## src/rtl/fdiv_arb_pkg.sv

```systemverilog
// Shared constants and helpers for the floating-point divider arbiter.
package fdiv_arb_pkg;

    // Bit positions inside the 3-bit divider flag
    localparam int unsigned FLAG_ZERO = 0;
    localparam int unsigned FLAG_INF  = 1;
    localparam int unsigned FLAG_NAN  = 2;
    localparam int unsigned FLAG_W    = 3;

    // Ceiling log2, returns 0 for n <= 1
    function automatic int unsigned clog2(input int unsigned n);
        int unsigned r;
        int unsigned v;
        r = 0;
        v = 1;
        while (v < n) begin
            v = v << 1;
            r = r + 1;
        end
        return r;
    endfunction

    // Data width of a float with the given exponent/fraction widths
    function automatic int unsigned calc_w(input int unsigned exp_w, input int unsigned fra_w);
        return exp_w + fra_w + 1;
    endfunction

endpackage

```

## src/rtl/fdiv_arbiter_if.sv

```systemverilog
// Requester, divider and response signals of the divider arbiter.
// slave: arbiter view, master: environment (requesters + divider) view.
interface fdiv_arbiter_if
    import fdiv_arb_pkg::*;
#(
    parameter int unsigned EXP          = 5,
    parameter int unsigned FRA          = 10,
    parameter int unsigned NREQ         = 4,
    parameter int unsigned MAX_INFLIGHT = 8
);
    localparam int unsigned W   = calc_w(EXP, FRA);
    localparam int unsigned IDW = clog2(NREQ);
    localparam int unsigned CW  = clog2(MAX_INFLIGHT) + 1;

    logic [NREQ-1:0]   req_valid;
    logic [NREQ-1:0]   req_ready;
    logic [NREQ*W-1:0] req_a;
    logic [NREQ*W-1:0] req_b;
    logic [W-1:0]      div_a_tdata;
    logic [W-1:0]      div_b_tdata;
    logic              div_a_tvalid;
    logic              div_b_tvalid;
    logic              div_a_tready;
    logic              div_b_tready;
    logic [W-1:0]      div_res_tdata;
    logic              div_res_tvalid;
    logic [FLAG_W-1:0] div_flag;
    logic [NREQ-1:0]   rsp_valid;
    logic [W-1:0]      rsp_data;
    logic [FLAG_W-1:0] rsp_flag;
    logic [IDW-1:0]    rsp_id;
    logic [CW-1:0]     inflight;
    logic              err_orphan;

    modport slave (
        input  req_valid, req_a, req_b,
        input  div_a_tready, div_b_tready, div_res_tdata, div_res_tvalid, div_flag,
        output req_ready, div_a_tdata, div_b_tdata, div_a_tvalid, div_b_tvalid,
        output rsp_valid, rsp_data, rsp_flag, rsp_id, inflight, err_orphan
    );

    modport master (
        output req_valid, req_a, req_b,
        output div_a_tready, div_b_tready, div_res_tdata, div_res_tvalid, div_flag,
        input  req_ready, div_a_tdata, div_b_tdata, div_a_tvalid, div_b_tvalid,
        input  rsp_valid, rsp_data, rsp_flag, rsp_id, inflight, err_orphan
    );

endinterface

```

## src/rtl/fdiv_tag_fifo.sv

```systemverilog
// In-order FIFO of requester tags, one entry per division in flight.
// Reset is asynchronous and active-high on aresetn.
module fdiv_tag_fifo
    import fdiv_arb_pkg::*;
#(
    parameter int unsigned DEPTH = 8,
    parameter int unsigned TW    = 2
) (
    input  logic                   aclk,
    input  logic                   aresetn,
    input  logic                   push,
    input  logic                   pop,
    input  logic [TW-1:0]          din,
    output logic [TW-1:0]          dout,
    output logic [clog2(DEPTH):0]  count,
    output logic                   empty,
    output logic                   full
);
    localparam int unsigned PW = clog2(DEPTH);
    localparam int unsigned CW = PW + 1;

    logic [TW-1:0] mem [DEPTH];
    logic [PW-1:0] wr_ptr;
    logic [PW-1:0] rd_ptr;
    logic          push_en;
    logic          pop_en;

    assign empty   = (count == '0);
    assign full    = (count == CW'(DEPTH));
    assign pop_en  = pop & ~empty;
    assign push_en = push & (~full | pop_en);
    assign dout    = mem[rd_ptr];

    // Tag storage, no reset needed since occupancy gates every read
    always_ff @(posedge aclk) begin
        if (push_en) begin
            mem[wr_ptr] <= din;
        end
    end

    // Pointers and occupancy
    always_ff @(posedge aclk or posedge aresetn) begin
        if (aresetn) begin
            wr_ptr <= '0;
            rd_ptr <= '0;
            count  <= '0;
        end else begin
            if (push_en) begin
                wr_ptr <= (wr_ptr == PW'(DEPTH - 1)) ? '0 : wr_ptr + 1'b1;
            end
            if (pop_en) begin
                rd_ptr <= (rd_ptr == PW'(DEPTH - 1)) ? '0 : rd_ptr + 1'b1;
            end
            case ({push_en, pop_en})
                2'b10:   count <= count + 1'b1;
                2'b01:   count <= count - 1'b1;
                default: count <= count;
            endcase
        end
    end

endmodule

```

## src/rtl/fdiv_arbiter.sv

```systemverilog
// Shares one floating-point divider between NREQ requesters and routes each
// result back to its owner in issue order.
// Build option: DIV_ARB_FIXED_PRIO_EN selects fixed lowest-index priority
// instead of round-robin.
module fdiv_arbiter
    import fdiv_arb_pkg::*;
#(
    parameter int unsigned EXP          = 5,
    parameter int unsigned FRA          = 10,
    parameter int unsigned NREQ         = 4,
    parameter int unsigned MAX_INFLIGHT = 8
) (
    input  logic          aclk,
    input  logic          aresetn,
    fdiv_arbiter_if.slave bus
);
    localparam int unsigned W   = calc_w(EXP, FRA);
    localparam int unsigned IDW = clog2(NREQ);
    localparam int unsigned CW  = clog2(MAX_INFLIGHT) + 1;

    logic [IDW-1:0] grant_id_c;
    logic           grant_any_c;
    logic           issue_ok_c;
    logic           handshake_c;
    logic           pop_c;
    logic [IDW-1:0] tag_head;
    logic [CW-1:0]  fifo_count;
    logic           fifo_empty;
    logic           fifo_full;
    logic           issue_vld;

    assign pop_c       = bus.div_res_tvalid & ~fifo_empty;
    assign issue_ok_c  = bus.div_a_tready & bus.div_b_tready & (~fifo_full | pop_c);
    assign handshake_c = grant_any_c & issue_ok_c;

`ifdef DIV_ARB_FIXED_PRIO_EN
    // Fixed priority: lowest valid index wins
    always_comb begin
        logic [IDW-1:0] idx;
        grant_any_c = 1'b0;
        grant_id_c  = '0;
        idx         = '0;
        for (int i = 0; i < int'(NREQ); i++) begin
            idx = IDW'(i);
            if (!grant_any_c && bus.req_valid[idx]) begin
                grant_any_c = 1'b1;
                grant_id_c  = idx;
            end
        end
    end
`else
    logic [IDW-1:0] rr;

    // Round-robin: first valid requester at or after rr
    always_comb begin
        logic [IDW-1:0] idx;
        grant_any_c = 1'b0;
        grant_id_c  = '0;
        idx         = '0;
        for (int off = 0; off < int'(NREQ); off++) begin
            idx = IDW'((32'(rr) + 32'(off)) % NREQ);
            if (!grant_any_c && bus.req_valid[idx]) begin
                grant_any_c = 1'b1;
                grant_id_c  = idx;
            end
        end
    end

    // Pointer moves past the winner only when an issue actually happens
    always_ff @(posedge aclk or posedge aresetn) begin
        if (aresetn) begin
            rr <= '0;
        end else if (handshake_c) begin
            rr <= (grant_id_c == IDW'(NREQ - 1)) ? '0 : grant_id_c + 1'b1;
        end
    end
`endif

    // Accept goes only to the granted requester, and only if the issue can happen
    always_comb begin
        bus.req_ready = '0;
        if (handshake_c) begin
            bus.req_ready[grant_id_c] = 1'b1;
        end
    end

    // Register the winning operand pair into the divider for one cycle
    always_ff @(posedge aclk or posedge aresetn) begin
        if (aresetn) begin
            issue_vld       <= 1'b0;
            bus.div_a_tdata <= '0;
            bus.div_b_tdata <= '0;
        end else begin
            issue_vld <= handshake_c;
            if (handshake_c) begin
                bus.div_a_tdata <= bus.req_a[W * 32'(grant_id_c) +: W];
                bus.div_b_tdata <= bus.req_b[W * 32'(grant_id_c) +: W];
            end
        end
    end

    assign bus.div_a_tvalid = issue_vld;
    assign bus.div_b_tvalid = issue_vld;

    // Return results to the owner at the FIFO head; flag results with no owner
    always_ff @(posedge aclk or posedge aresetn) begin
        if (aresetn) begin
            bus.rsp_valid  <= '0;
            bus.rsp_id     <= '0;
            bus.rsp_data   <= '0;
            bus.rsp_flag   <= '0;
            bus.err_orphan <= 1'b0;
        end else begin
            bus.rsp_valid <= '0;
            if (pop_c) begin
                bus.rsp_valid <= NREQ'(1'b1) << tag_head;
                bus.rsp_id    <= tag_head;
                bus.rsp_data  <= bus.div_res_tdata;
                bus.rsp_flag  <= bus.div_flag;
            end
            if (bus.div_res_tvalid && fifo_empty) begin
                bus.err_orphan <= 1'b1;
            end
        end
    end

    assign bus.inflight = fifo_count;

    fdiv_tag_fifo #(
        .DEPTH (MAX_INFLIGHT),
        .TW    (IDW)
    ) u_tag_fifo (
        .aclk    (aclk),
        .aresetn (aresetn),
        .push    (handshake_c),
        .pop     (pop_c),
        .din     (grant_id_c),
        .dout    (tag_head),
        .count   (fifo_count),
        .empty   (fifo_empty),
        .full    (fifo_full)
    );

endmodule

```

## src/flat_wrapper.sv

```systemverilog
// flat-port wrapper written by rule: the top's interface ports become plain ports
module fdiv_arbiter_flat import fdiv_arb_pkg::*;
#(
    parameter int unsigned EXP          = 5,
    parameter int unsigned FRA          = 10,
    parameter int unsigned NREQ         = 4,
    parameter int unsigned MAX_INFLIGHT = 8
)
  (aclk, aresetn, bus_req_valid, bus_req_a, bus_req_b, bus_div_a_tready, bus_div_b_tready, bus_div_res_tdata, bus_div_res_tvalid, bus_div_flag, bus_req_ready, bus_div_a_tdata, bus_div_b_tdata, bus_div_a_tvalid, bus_div_b_tvalid, bus_rsp_valid, bus_rsp_data, bus_rsp_flag, bus_rsp_id, bus_inflight, bus_err_orphan);
  fdiv_arbiter_if #(.EXP(EXP), .FRA(FRA), .NREQ(NREQ), .MAX_INFLIGHT(MAX_INFLIGHT)) bus_i ();
  input  logic aclk;
  input  logic aresetn;
  input wire logic [$bits(bus_i.req_valid)-1:0] bus_req_valid;
  input wire logic [$bits(bus_i.req_a)-1:0] bus_req_a;
  input wire logic [$bits(bus_i.req_b)-1:0] bus_req_b;
  input wire logic [$bits(bus_i.div_a_tready)-1:0] bus_div_a_tready;
  input wire logic [$bits(bus_i.div_b_tready)-1:0] bus_div_b_tready;
  input wire logic [$bits(bus_i.div_res_tdata)-1:0] bus_div_res_tdata;
  input wire logic [$bits(bus_i.div_res_tvalid)-1:0] bus_div_res_tvalid;
  input wire logic [$bits(bus_i.div_flag)-1:0] bus_div_flag;
  output wire logic [$bits(bus_i.req_ready)-1:0] bus_req_ready;
  output wire logic [$bits(bus_i.div_a_tdata)-1:0] bus_div_a_tdata;
  output wire logic [$bits(bus_i.div_b_tdata)-1:0] bus_div_b_tdata;
  output wire logic [$bits(bus_i.div_a_tvalid)-1:0] bus_div_a_tvalid;
  output wire logic [$bits(bus_i.div_b_tvalid)-1:0] bus_div_b_tvalid;
  output wire logic [$bits(bus_i.rsp_valid)-1:0] bus_rsp_valid;
  output wire logic [$bits(bus_i.rsp_data)-1:0] bus_rsp_data;
  output wire logic [$bits(bus_i.rsp_flag)-1:0] bus_rsp_flag;
  output wire logic [$bits(bus_i.rsp_id)-1:0] bus_rsp_id;
  output wire logic [$bits(bus_i.inflight)-1:0] bus_inflight;
  output wire logic [$bits(bus_i.err_orphan)-1:0] bus_err_orphan;
  assign bus_i.req_valid = bus_req_valid;
  assign bus_i.req_a = bus_req_a;
  assign bus_i.req_b = bus_req_b;
  assign bus_i.div_a_tready = bus_div_a_tready;
  assign bus_i.div_b_tready = bus_div_b_tready;
  assign bus_i.div_res_tdata = bus_div_res_tdata;
  assign bus_i.div_res_tvalid = bus_div_res_tvalid;
  assign bus_i.div_flag = bus_div_flag;
  assign bus_req_ready = bus_i.req_ready;
  assign bus_div_a_tdata = bus_i.div_a_tdata;
  assign bus_div_b_tdata = bus_i.div_b_tdata;
  assign bus_div_a_tvalid = bus_i.div_a_tvalid;
  assign bus_div_b_tvalid = bus_i.div_b_tvalid;
  assign bus_rsp_valid = bus_i.rsp_valid;
  assign bus_rsp_data = bus_i.rsp_data;
  assign bus_rsp_flag = bus_i.rsp_flag;
  assign bus_rsp_id = bus_i.rsp_id;
  assign bus_inflight = bus_i.inflight;
  assign bus_err_orphan = bus_i.err_orphan;
  fdiv_arbiter #(.EXP(EXP), .FRA(FRA), .NREQ(NREQ), .MAX_INFLIGHT(MAX_INFLIGHT)) u_core (.aclk(aclk), .aresetn(aresetn), .bus(bus_i));
endmodule
```

## config.mk

```make
export PLATFORM = sky130hd
export DESIGN_NAME = fdiv_arbiter_flat
export DESIGN_NICKNAME = d
export VERILOG_FILES = /design/src/rtl/fdiv_arb_pkg.sv /design/src/rtl/fdiv_arbiter_if.sv /design/src/rtl/fdiv_tag_fifo.sv /design/src/rtl/fdiv_arbiter.sv /design/src/flat_wrapper.sv
export SDC_FILE = /design/constraint.sdc
export NUM_CORES = 1
export LEC_CHECK = 0
export CAP_MARGIN = 0
export CORE_UTILIZATION = 41
export CTS_CLUSTER_SIZE = 30
export DETAILED_ROUTE_END_ITERATION = 8
export PLACE_DENSITY = 0.94
export RECOVER_POWER = 50
export SYNTH_ARGS = -nofsm -noshare
export SYNTH_HDL_FRONTEND = slang
export SYNTH_SLANG_ARGS = --single-unit
```

## constraint.sdc

```tcl
create_clock -name aclk -period 4.5 [get_ports aclk]
set_input_delay 1.35 -clock aclk [delete_from_list [all_inputs] [get_ports aclk]]
set_output_delay 1.35 -clock aclk [all_outputs]
set_load 0.01 [all_outputs]
```

==> summary.md <==
| Metric | Value |
|---|---|
| Area Growth Syn to Fin | `57.4%` |
| Worst-margin pin slew | `1710 ps` |
| Drt total wl | `12600 um` |
| Hpwl dp | `9600 um` |
| Die Height | `106 um` |
| Clk_skew | `~14 ps` |
| Max_cap viols | `1` |
| RSZ-0062 raised after global routing | `false` |
| LEAKAGE | `3.18 nW` |
| Critical Path End | `bus_req_ready[0]` |
| Synth area leaders | `dfrtp_1 (40%), mux2i_1 (15%), edfxtp_1 (11%), nand2_1 (9.1%), o221ai_1 (6.3%)` |
| Slew headroom | `-14.0%` |
| Cts hold-fix bufs | `0` |
| Ports | `224` |
| Num CTS Buffers | `9` |
| PwrDens | `513 mW/mm^2` |
| Worst Setup SP | `bus_req_valid[3]` |
| Routed Antenna Nets | `0` |
| Net Count, Synth | `571` |
| Final Cell Area | `0.00699 mm^2` |
| Commonest cells after routing, fill and taps aside | `clkdlybuf4s50_1 (209), nand2_1 (108), dfrtp_1 (71)` |
| Critical Path Slowest Stage Cell | `clkdlybuf4s50_1` |
| Final net count | `between 700 and 800` |
| Synth top area share | `40.0%` |
| Critical Path RT | `3150 ps` |
| Avg Vias per Cell | `5.23` |
| DR vias | `4009` |
| Initial DRC count | `203` |
| Htree depth | `3` |
| Outcome | `complete, but fails checks` |
| Area after DPL | `0.00681 mm^2` |
| Layout cells sized above 1 | `under 10%` |
| Bufs and invs on worst path | `3` |
| Post-layout util | `between 60% and 70%` |
| Maximum VDD drop | `around 0.26 mV` |
| Core Footprint | `0.0104 mm^2` |
| Worst r2r src | `u_core.u_tag_fifo.count[1]` |
| Seq/Total Area, Yosys | `50.8%` |
| Worst path depth | `7` |
| Most common cell after layout, fill and taps aside | `clkdlybuf4s50_1` |
| Pins over their slew limit | `between 70 and 80` |
| Wire per inst | `16.5 um` |
| Reg clk slew, reported paths | `100 ps` |
| Worst hold path class | `reg2reg` |
| Critical Path Start Type | `input pin` |
| # setup viols final | `0` |
| Mapped Area | `around 0.0044 mm^2` |
| GPL Wtd Cong | `0.805` |
| Core Rows | `37` |
| Root Buffer | `clkbuf_8` |
| Failing checks | `max-capacitance violations, max-slew violations` |
| R2R cell count | `11` |
| Max Clock Freq | `223 MHz` |
| Synth warn | `0` |
| Die width | `106 um` |
| First-pass GRT wire length | `19800 um` |
| Pre-Repair DR Iteration Count | `4` |
| Crit-path cells | `clkdlybuf4s50_1 -> nor2_1 -> or3_4 -> buf_4 -> ha_1 -> and2_1 -> dlygate4sd2_1` |
| Largest net degree at the start of global routing | `72` |
| Initial core utilization | `42.6%` |
| Initial antenna violation count | `0` |
| R2r setup slk | `~1100 ps` |
| Final Hold Fails | `0` |
| DIE AREA | `0.0112 mm^2` |
| CTS tree | `built` |
| Crit path DAT | `3130 ps` |
| Terminus of the critical flop-to-flop path | `u_core.u_tag_fifo.count[2]` |
| Kind of critical path | `in2out` |
| Clk_lat worst skew | `340 ps` |
| Clock buffer depth | `2` |
| Critical Path Fanout Max | `4` |
| Crit-path leading delay family | `buffers and inverters` |
| Post-CTS Setup Inserts | `0` |
| Slowest Stage Delay on Critical Path | `between 500 and 600 ps` |
| Clk sink count | `87` |
| Remaining DRCs | `0` |
| CP endpoint kind | `primary output` |
| Post-Syn Instances | `approximately 400` |
| Grt ovf | `0` |
| Synthesized area per cell | `about 11 um^2` |
| Register bit count reported by yosys | `87` |
| GRT Util Overall | `22.4%` |
| ANT cells | `0` |
| Input/output buffers | `223` |
| Synth area leader | `dfrtp_1` |
| Number of global-route vias before repair | `4134` |
| Final period util | `roughly 100%` |
| Min Tclk post-route | `4480 ps` |
| Setup TNS | `0 ps` |
| Yosys cell types | `42` |
[final cells by class]
| type | count | area (um^2) |
|---|---|---|
| flip-flops and latches | 87 | 2260 |
| fillers | 794 | 3430 |
| repair buffers | 238 | 2330 |
| well taps | 136 | 170 |
| clock buffers | 9 | 124 |
| clock inverters | 7 | 78.8 |
| multi-input cells | 280 | 2000 |
| inverters | 10 | 37.5 |
[cell usage after synthesis, drive strengths merged]
cell type,count
nand2,108
dfrtp,71
mux2i,65
o221ai,32
buf,23
edfxtp,16
ha,11
inv,10
nor2,8
and2,5
nor3,5
a21oi,4
clkbuf,4
mux4,4
nand2b,4
o21ai,4
xor2,4
a21o,3
nor3b,3
a211oi,2
nand3,2
nor4,2
nor4b,2
or3,2
a211o,1
mux2,1
nand4,1
nand4bb,1
nor2b,1
nor4bb,1
o21a,1
o22ai,1
o31ai,1
xnor2,1
[flip-flops by register name, indices dropped and copies added (netlist names)]
signal and cells:
u_core.bus.div_a_tvalid 1, u_core.u_tag_fifo.mem 16, u_core.u_tag_fifo.rd_ptr 3, u_core.rr 2
u_core.bus.rsp_data 16, u_core.u_tag_fifo.count 4, u_core.bus.rsp_valid 4, u_core.u_tag_fifo.wr_ptr 3
u_core.bus.div_b_tdata 16, u_core.bus.div_a_tdata 16, u_core.bus.err_orphan 1, u_core.bus.rsp_flag 3
u_core.bus.rsp_id 2
[power breakdown]
part | internal [W] | switching [W] | leakage (nW)
Clock | 0.000264 | 0.000294 | 0.0998
Sequential | 0.00110 | 0.000225 | 1.02
Combinational | 0.000948 | 0.000756 | 2.06
Total | 0.00231 | 0.00128 | 3.18
[routing by layer]
layer  share of wire, %  vias to the layer above  global-route usage [%]  wire, um
met5                  0                        -                       0         0
met4                1.9                        0                    7.14       236
met2                 54                      168                    42.7      6790
li1                   -                     1895                       -         -
met1                 38                     1922                    24.3      4750
met3                6.9                       24                    5.33       868
[how the worst min path moves through the flow]
stage                          startpoint                    end  slack, ps  cells past startpoint
floorplan                    u_core.rr[0]           u_core.rr[0]        480                      2
detailed placement  u_core.bus.err_orphan  u_core.bus.err_orphan        460                      1
finish              u_core.bus.err_orphan  u_core.bus.err_orphan        470                      1
global route        u_core.bus.err_orphan  u_core.bus.err_orphan        490                      1
global placement    u_core.bus.err_orphan  u_core.bus.err_orphan        440                      1
CTS                 u_core.bus.err_orphan  u_core.bus.err_orphan        480                      1
[metrics by stage]
step	power, W	instances	setup WS (ps)	hold WS, ps
final	0.00358	767	21.8	467
after global placement	0.00298	751	-164	441
after global routing	0.00380	767	6.57	492
after detailed placement	0.00307	751	-253	456
after CTS	0.00364	767	11.8	476
after floorplan	0.00223	404	472	477
[logic make-up (layout without fill, tap and decap cells)]
group / count (synthesis) / after routing / synth area share, %
AOI/OAI and AO/OA: 49 / 49 / 8.77
xor gates and xnor gates: 5 / 5 / 0.986
adders and majority gates: 11 / 11 / 3.10
buffers and inverters: 37 / 264 / 4.59
DFF: 87 / 87 / 50.8
muxes: 70 / 70 / 17.1
and+or+nand+nor: 145 / 145 / 14.6
[repair_timing]
item / 4_1_cts / 5_1_grt
endpoints found under the setup margin: 4 / 4
pin swaps: 2 / 1
gates resized for setup: 5 / 6
gates cloned: 0 / 0
Power figures use the tool's default switching activity.
